===== config.mk =====
export PLATFORM = sky130hd
export DESIGN_NAME = fetch_stage
export DESIGN_NICKNAME = d
export VERILOG_FILES = /design/src/rtl/fetch_pkg.sv /design/src/rtl/fetch_stage.sv
export SDC_FILE = /design/constraint.sdc
export NUM_CORES = 1
export LEC_CHECK = 0
export BUFFER_PORTS_ARGS = -buffer_cell sky130_fd_sc_hd__buf_2
export CORE_AREA = 2 2 162 164
export DETAILED_ROUTE_END_ITERATION = 8
export DIE_AREA = 0 0 164 166
export HOLD_SLACK_MARGIN = 0.02
export RECOVER_POWER = 50
export SETUP_SLACK_MARGIN = 0.05
export SYNTH_ARGS = -nofsm -noshare
export SYNTH_HDL_FRONTEND = slang
export SYNTH_SLANG_ARGS = --single-unit

===== constraint.sdc =====
create_clock -name clk -period 3.6 [get_ports clk]
set_input_delay 0.36 -clock clk [delete_from_list [all_inputs] [get_ports clk]]
set_output_delay 0.36 -clock clk [all_outputs]
set_load 0.01 [all_outputs]

===== src/rtl/fetch_pkg.sv =====
`default_nettype none
// ============================================================================
// Module      : fetch_pkg
// Description : Shared types and constants for the RV32I instruction-fetch stage.
// Revision    : 1.0 - initial release
// ============================================================================
package fetch_pkg;

    typedef enum logic [1:0] {
        START = 2'd0,
        BOOT  = 2'd1,
        RUN   = 2'd2,
        FAULT = 2'd3
    } fetch_state_e;

    localparam logic [31:0] NOP_INST = 32'h0000_0013;
    localparam logic [31:0] PC_STEP  = 32'd4;

endpackage : fetch_pkg
`default_nettype wire


===== src/rtl/fetch_stage.sv =====
`default_nettype none
// ============================================================================
// Module      : fetch_stage
// Description : Instruction fetch for the 5-stage RV32I pipeline; stalls rely
//               on the memory holding rdataI while renI is low.
// Revision    : 1.0 - initial release
// ============================================================================
module fetch_stage
    import fetch_pkg::*;
#(
    parameter logic [31:0] RESET_PC = 32'h0000_0000
) (
    input  logic        clk,
    input  logic        rst,
    output logic [31:0] raddrI,
    output logic        renI,
    input  logic [31:0] rdataI,
    input  logic        stall_i,
    input  logic        redirect_valid,
    input  logic [31:0] redirect_pc,
    output logic        if_valid,
    output logic [31:0] if_pc,
    output logic [31:0] if_inst,
    output logic        fetch_fault,
    output logic [31:0] fault_pc,
    output logic [31:0] fetch_count
);

    fetch_state_e r_state;
    fetch_state_e w_state_next;
    logic [31:0]  r_pend_pc;
    logic [31:0]  w_pend_pc_next;
    logic [31:0]  w_pc_inc;
    logic         r_fault;
    logic [31:0]  r_fault_pc;
    logic [31:0]  r_count;
    logic         w_misaligned;
    logic         w_fault_set;
    logic         w_fire;

    assign w_pc_inc     = r_pend_pc + PC_STEP;
    assign w_misaligned = (redirect_pc[1:0] != 2'b00);
    assign w_fire       = if_valid && !stall_i;

    always_ff @(posedge clk or posedge rst) begin
        if (rst) begin
            r_state    <= START;
            r_pend_pc  <= RESET_PC;
            r_fault    <= 1'b0;
            r_fault_pc <= 32'h0;
            r_count    <= 32'h0;
        end else begin
            r_state   <= w_state_next;
            r_pend_pc <= w_pend_pc_next;
            if (w_fault_set) begin
                r_fault    <= 1'b1;
                r_fault_pc <= redirect_pc;
            end
            if (w_fire) begin
                r_count <= r_count + 32'd1;
            end
        end
    end

    always_comb begin
        w_state_next   = r_state;
        w_pend_pc_next = r_pend_pc;
        w_fault_set    = 1'b0;
        renI           = 1'b0;
        raddrI         = r_pend_pc;
        if_valid       = 1'b0;
        if_inst        = NOP_INST;

        case (r_state)
            START: begin
                w_state_next = BOOT;
            end
            BOOT: begin
                renI           = 1'b1;
                raddrI         = RESET_PC;
                w_pend_pc_next = RESET_PC;
                w_state_next   = RUN;
            end
            RUN: begin
                // The wrong-path instruction is dropped in the redirect cycle itself.
                if_valid = !redirect_valid;
                if_inst  = rdataI;
                raddrI   = w_pc_inc;
                if (redirect_valid && w_misaligned) begin
                    w_fault_set  = 1'b1;
                    w_state_next = FAULT;
                end else if (redirect_valid) begin
                    renI           = 1'b1;
                    raddrI         = redirect_pc;
                    w_pend_pc_next = redirect_pc;
                end else if (!stall_i) begin
                    renI           = 1'b1;
                    w_pend_pc_next = w_pc_inc;
                end
            end
            default: begin
                w_state_next = FAULT;
            end
        endcase
    end

    assign if_pc       = r_pend_pc;
    assign fetch_fault = r_fault;
    assign fault_pc    = r_fault_pc;
    assign fetch_count = r_count;

endmodule : fetch_stage
`default_nettype wire


After elaboration in Yosys (flattened, before gate mapping)
Cells that the tools add are included.
{"block": "op_classes", "n_addsub": 2, "n_eq_ne": 5, "mux": 17, "n_reduce_logical": 8}
{"cell": "$mux 32", "n": 6}
{"cell": "$pmux 32 s2", "n": 2}
{"cell": "$add 32x1->32 const B", "n": 1}
{"cell": "$add 32x3->32 const B", "n": 1}
{"cell": "$mux 1", "n": 6}
{"cell": "$pmux 2 s3", "n": 1}
{"cell": "$ne 2x2->1 const B", "n": 2}
{"cell": "$reduce_bool 2->1", "n": 2}
{"cell": "$ne 3x3->1 const B", "n": 1}
{"cell": "$reduce_and 3->1", "n": 1}
{"cell": "$eq 2x1->1 const B", "n": 1}
{"cell": "$eq 2x2->1 const B", "n": 1}
{"cell": "$logic_and 1x1->1", "n": 2}
{"cell": "$logic_not 1->1", "n": 2}
{"cell": "$logic_not 2->1", "n": 1}
{"cell": "$mux 2", "n": 1}
{"cell": "$pmux 1 s2", "n": 1}
{"block": "totals", "reg_bits": 99, "input_bits": 68, "output_inout_bits": 163, "word_cells": 37}

Longest topological paths before layout
Gate-level depths: netlist of the first run.
{"block": "logic_depth", "word_depth": 5, "depth_mapped": 10, "mapped_depth_nobuf": 7}

Worst setup path before layout of the first run
OpenSTA, ideal clock, no wires.
{"block": "synth_timing", "path_kind": "flip-flop to output port", "from": "reg r_pend_pc[11] (netlist: if_pc[11])", "to": "out raddrI[28]", "arrival_ns": 2.184, "slack_ns": 1.056, "stages_incl_launch_ff": 8, "path_buffers": 2, "cell_sequence": "dfrtp_1 -> buf_2 -> nand4_4 -> or3_1 -> buf_2 -> or4_4 -> or3_1 -> o211ai_1"}
{"block": "synth_between", "elab_chain_len": 4}
{"element": "start, declared", "line": "fetch_stage.sv:31", "source": "logic [31:0] r_pend_pc;"}
{"element": "start signal, assigned", "line": "fetch_stage.sv:54", "source": "r_pend_pc <= w_pend_pc_next;"}
{"element": "$add 32x3->32 (*)", "line": "fetch_stage.sv:41", "source": "assign w_pc_inc = r_pend_pc + PC_STEP;"}
{"element": "$mux 32", "line": "fetch_stage.sv:92", "source": "end else if (redirect_valid) begin"}
{"element": "$mux 32 (*)", "line": "fetch_stage.sv:89", "source": "if (redirect_valid && w_misaligned) begin"}
{"element": "$pmux 32 s2 (*)", "line": "fetch_stage.sv:74", "source": "case (r_state)"}
{"element": "end, declared", "line": "fetch_stage.sv:15", "source": "output logic [31:0] raddrI,"}
Mark *: on every way between the ends. The rest lies on a longest branch, timed or not.

Worst setup path after layout of the first run
{"block": "layout_timing", "from": "reg r_pend_pc[8] (netlist: if_pc[8])", "to": "out raddrI[28]"}
The elaborated chain is that of the path after synthesis.

==> results of run 1 <==
cells in the mapped netlist, drive strengths merged (3+ instances only):
library cell,instances
nand2,159
dfrtp,99
o21ai,66
nor2,48
and2,42
clkbuf,40
a21oi,34
nand3,29
inv,23
nor3,23
nand4,19
xnor2,18
and3,16
xor2,13
buf,11
nand2b,11
o22ai,9
a22o,8
a31oi,8
nor3b,8
nor4,8
o311ai,8
a22oi,7
o211ai,7
ha,6
o2bb2ai,6
o31a,6
o31ai,6
mux2i,5
a211o,3
a211oi,3
a21o,3
a32oi,3
and4,3
nor2b,3
o221ai,3
or3,3
critical path, cell delays in order, from the launching register on:
cell      delay [ns]
dfrtp_1         0.49
nand3_1         0.43
or3_1           0.59
or4_4           0.55
or3_1           0.33
o211ai_1        0.13
buf_2           0.20
power by group:
| part | switching (mW) | total (mW) | internal [mW] |
|---|---|---|---|
| clock | 0.451 | 0.954 | 0.503 |
| sequential | 0.00747 | 1.12 | 1.11 |
| combinational | 0.0988 | 0.153 | 0.0540 |
| total | 0.557 | 2.23 | 1.67 |
through the flow:
| step | utilization, % | cells | setup WS [ns] |
|---|---|---|---|
| after floorplan | - | 786 | 0.650 |
| after global placement | 30.5 | 1322 | 0.683 |
| after detailed placement | 30.5 | 1322 | 0.585 |
| after CTS | 31.6 | 1338 | 0.173 |
| after global routing | 31.2 | 1338 | 0.0605 |
| final | 31.2 | 1338 | 0.165 |
worst min-delay path by stage:
stage	depth (start not counted)	to	from	slack, ns
after floorplan	2	fault_pc[10]	redirect_pc[10]	0.47
after global placement	1	fetch_count[31]	fetch_count[31]	0.46
after detailed placement	2	fault_pc[18]	fault_pc[18]	0.46
after CTS	3	fault_pc[22]	redirect_pc[22]	0.21
after global routing	3	fault_pc[21]	redirect_pc[21]	0.23
final	3	fault_pc[22]	redirect_pc[22]	0.23
cell families (layout without fill, tap and decap cells):
logic type,count (synthesis),in the layout
and+or+nand+nor,377,377
AOI/OAI and AO/OA,191,191
DFF,99,99
buffers and inverters,75,292
xor gates and xnor gates,31,31
muxes,7,7
adders and majority gates,6,6
layout make-up:
cell class	instances	area, µm²
inverter	23	86.3
timing repair buffer	253	1220
clock inverter	5	27.5
clock buffer	11	253
sequential	99	2480
tap	335	419
fill	2774	17600
multi-input combinational	612	3510
state kept, by name, indices dropped and copies added (netlist names):
name         cells
r_state          2
fetch_count     32
if_pc           32
fetch_fault      1
fault_pc        32
per-layer routing:
metal | GRT usage, % | vias up | part of all wire [%]
li1 | - | 3193 | -
met1 | 23.8 | 3186 | 44
met2 | 27.0 | 332 | 45
met3 | 4.02 | 32 | 8.8
met4 | 5.19 | 0 | 1.9
met5 | 0 | - | 0
==> reports/metrics.csv, run 1 <==
metric;value;unit
Die ar.;27200;µm²
chip height;166;µm
finished layout cell area;7990;µm²
reg2reg start;r_state[0];
post-synth top area share;39.5;%
Startpoint Class;flop;
pwr/cell area;279;nW/µm²
Post-synth top flop;dfrtp_1;
Hold Violations, Final;0;
overall routed net length;24100;µm
Worst Setup Path Type;flop to output pin;
Total Negative Setup Slacks;0;ns
Seq/Total Area, Yosys;39.5;%
count of cell types in the netlist;61;
Critical Path Sink;raddrI[28];
Slew headroom;-88.9;%
CTS tree;yes;
top cells by area, synth;dfrtp_1, nand2_1, o21ai_0, and2_1, nor2_1;
post-synthesis net count;860;
vias in the first global route;6196;
synthesized area;6280;µm²
CTS Sinks;99;
Layout Nets;1072;
crit path DAT;3.07;ns
DR vias;6743;
async set or reset register ratio after synthesis;100;%
multiplexer share of the synthesized area;1.16;%
Synth area leader;dfrtp_1;
hold-fix buffer count after cts;0;
Post-DRT Antenna Nets;0;
Avg Inst Size Synth;7.99;µm²
VDD IR max;192;µV
hold crit path type;input port to flop;
Power Total;2.23;mW
Tcrit/Tclk final;95.4;%
placed cell areas;7820;µm²
FF-to-FF path depth;8;
post-cts resize count;0;
WL/cell;18.0;µm
clk_skew;0.0128;ns
layout cell share with drive strength beyond 1;20.1;%
status;finished with violations;
Overall Global Routing Usage;17.3;%
leakage;3.81;nW
Area Overhead vs Synth;27.3;%
Initial Utilization;24.5;%
max cap viols;1;
Post-CTS Setup Repair Bufs;0;
CP required;3.24;ns
first-pass GRT wire length;36600;µm
initial antenna violation count;0;
Inserted Diodes;0;
Num CTS Buffers;9;
critical path launch point;if_pc[8];
Pins Over Slew Limit;66;
htree depth;3;
Clock Latency Late Sink;0.35;ns
Max Clock Freq;291;MHz
Crit Path Max Fanout;11;
I/O Pins;231;
clk slew on worst S/H paths;0.08;ns
Post-Synth Adder-Cell Area;1.20;%
Post-Synth XOR/XNOR Area;4.32;%
synthesis-stage register bit count;99;
core footprint;25600;µm²
maximum buffer depth of the clock tree;2;
RSZ-0062 raised after global routing;false;
CTS root buf;clkbuf_16;
Synth Area in Compound Gates;19.5;%
total grt overflow;0;
post-synthesis simple-gate area fraction;29.6;%
Hold Slack;0.228;ns
failing checks;capacitance limit, slew limit;
DRC Markers;0;
post-route minimum period;3.43;ns
largest family of logic cells by synthesized area;simple AND/OR/NAND/NOR gates;
GPL Wtd Cong;0.885;
Die X;164;µm
DR iter-0 viols;832;
average via count per standard cell;5.04;
Final setup viols;0;
Mapped Cells;786;
most frequent cells in the layout;nand2_1, buf_2, dfrtp_1;
number of port buffers;230;
RR Endpoint;fetch_count[31];
commonest non-fill, non-tap cell in the layout;nand2_1;
detailed placement HPWL;17400;µm
largest net degree at the start of global routing;66;
transition time of the tightest slew-check pin;2.83;ns
CP endpoint kind;output pin;
worst reg2reg setup slack;0.69;ns
Post-synth EDFFs;0;
Warnings, synthesis;0;
Core Rows;59;
drt first pass iters;7;
(Power assumes the default switching activity.)
==> run 2, diff against run 1 <==
--- a/config.mk
+++ b/config.mk
@@ -6,10 +6,12 @@
 export NUM_CORES = 1
 export LEC_CHECK = 0
 export BUFFER_PORTS_ARGS = -buffer_cell sky130_fd_sc_hd__buf_2
-export CORE_AREA = 2 2 162 164
+export CORE_AREA = 2 2 116 118
+export CTS_CLUSTER_DIAMETER = 200
 export DETAILED_ROUTE_END_ITERATION = 8
-export DIE_AREA = 0 0 164 166
+export DIE_AREA = 0 0 118 120
 export HOLD_SLACK_MARGIN = 0.02
+export PLACE_DENSITY = 0.79
 export RECOVER_POWER = 50
 export SETUP_SLACK_MARGIN = 0.05
 export SYNTH_ARGS = -nofsm -noshare
==> run 2 against run 1 <==
The run still ends with capacitance limit, slew limit left. Routed wire length fell by 15%. Non-clock buffer count fell by 8. Total power is 1.4% higher. Critical path depth unchanged. Die area is 48% lower. Via count fell by 0.83%. Hold slack worse by 0.021 ns. Critical path type unchanged.
==> reports/metrics.csv, run 2 (synthesis results as in run 1) <==
metric;value;unit
status;finished with violations;
failing checks;capacitance limit, slew limit;
overall routed net length;20500;µm
drt first pass iters;8;
initial antenna violation count;0;
Total Negative Setup Slacks;0;ns
Die ar.;14200;µm²
Die X;118;µm
Area Overhead vs Synth;23.5;%
RSZ-0062 raised after global routing;false;
FF+latch area;2480;µm²
Fill cells;1246;
FF-to-FF path depth;8;
first-pass GRT wire length;32500;µm
post-cts resize count;0;
Final Non-Filler Cells;1171;
leakage;3.77;nW
Slew headroom;-19.3;%
DR iter-0 viols;701;
combinational power share;6.4;%
internal power;1.73;mW
DRC Markers;0;
DR vias;6687;
Num CTS Buffers;9;
clock share of power;44.0;%
Layout Nets;1064;
Core Rows;42;
detailed placement HPWL;14300;µm
clk slew on worst S/H paths;0.07;ns
Pins Over Slew Limit;86;
GPL Wtd Cong;0.921;
core footprint;13000;µm²
Post-CTS Setup Repair Bufs;0;
max cap viols;1;
pwr/cell area;291;nW/µm²
Initial Utilization;48.4;%
Post-DRT Antenna Nets;0;
clk_skew;0.00601;ns
total grt overflow;0;
number of port buffers;230;
Final setup viols;0;
most frequent cells in the layout;nand2_1, buf_2, dfrtp_1;
Psw;530;µW
Worst Setup Path Type;flop to output pin;
CTS Sinks;99;
Tcrit/Tclk final;93.0;%
commonest non-fill, non-tap cell in the layout;nand2_1;
maximum buffer depth of the clock tree;2;
hold crit path type;input port to flop;
crit path DAT;2.99;ns
Clock Latency Late Sink;0.35;ns
CP endpoint kind;output pin;
htree depth;3;
CP required;3.24;ns
Startpoint Class;flop;
Inserted Diodes;0;
transition time of the tightest slew-check pin;1.79;ns
chip height;120;µm
I/O Pins;231;
Final Util;59.8;%
hold-fix buffer count after cts;0;
post-route minimum period;3.35;ns
Crit Path Max Fanout;11;
layout cell share with drive strength beyond 1;19.4;%
vias in the first global route;6141;
WL/cell;17.5;µm
sw frac;23.5;%
VDD IR max;191;µV
CTS root buf;clkbuf_16;
Hold Crit Depth;3;
largest net degree at the start of global routing;86;
Max Clock Freq;299;MHz
average via count per standard cell;5.71;
Reg power frac;49.6;%
Hold Violations, Final;0;
placed instance count;1155;
Overall Global Routing Usage;28.9;%
area of the multi-input gates;3510;µm²
CTS tree;yes;
-- run 2: per-stage QoR --
stage	instance area [µm²]	total power [mW]	hold WS [ns]	setup WS, ns
2_1_floorplan	6280	1.21	0.465	0.650
3_3_place_gp	7560	1.29	0.445	0.731
3_5_place_dp	7560	1.29	0.452	0.689
4_1_cts	7860	2.28	0.192	0.302
5_1_grt	7760	2.34	0.223	0.0723
6_report	7760	2.26	0.208	0.253
-- run 2: area by class of cell --
class                           count  share of cell area [%]
Tap cell                          176                    2.84
Timing Repair Buffer              245                    14.9
Clock inverter                      5                   0.774
Clock buffer                       11                    3.13
Sequential cell                    99                    31.9
Multi-Input combinational cell    612                    45.3
Inverter                           23                    1.11
-- run 2: power by group through the flow --
stage	combinational, mW	clock, mW	sequential [mW]
after CTS	0.145	1.02	1.12
after floorplan	0.0717	0	1.14
after global routing	0.159	1.06	1.12
after detailed placement	0.144	0	1.14
final	0.144	0.994	1.12
after global placement	0.144	0	1.14
-- run 2: worst paths after layout --
kind / startpoint / slack (ns) / to
min in group asynchronous: rst / 0.59 / fetch_count[15]
setup / recovery: if_pc[8] / 0.25 / raddrI[28]
max in group asynchronous: rst / 1.55 / fault_pc[20]
setup reg to reg: r_state[0] / 0.81 / fetch_count[31]
hold / removal: redirect_pc[22] / 0.21 / fault_pc[22]
hold reg to reg: fetch_count[31] / 0.47 / fetch_count[31]
-- run 2: critical path, stage by stage, from the launching register on --
cell and delay, ns:
dfrtp_1 0.50, nand3_1 0.40, or3_1 0.58, or4_4 0.54, or3_1 0.32, o211ai_1 0.12, buf_2 0.17
-- run 2: layer usage --
metal / part of all wire, % / GRT usage, % / wire length [µm]
met1: 44 / 39.1 / 8930
met3: 8.7 / 5.75 / 1790
met5: 0 / 0 / 0
met4: 2.6 / 13.2 / 530
met2: 45 / 44.8 / 9240
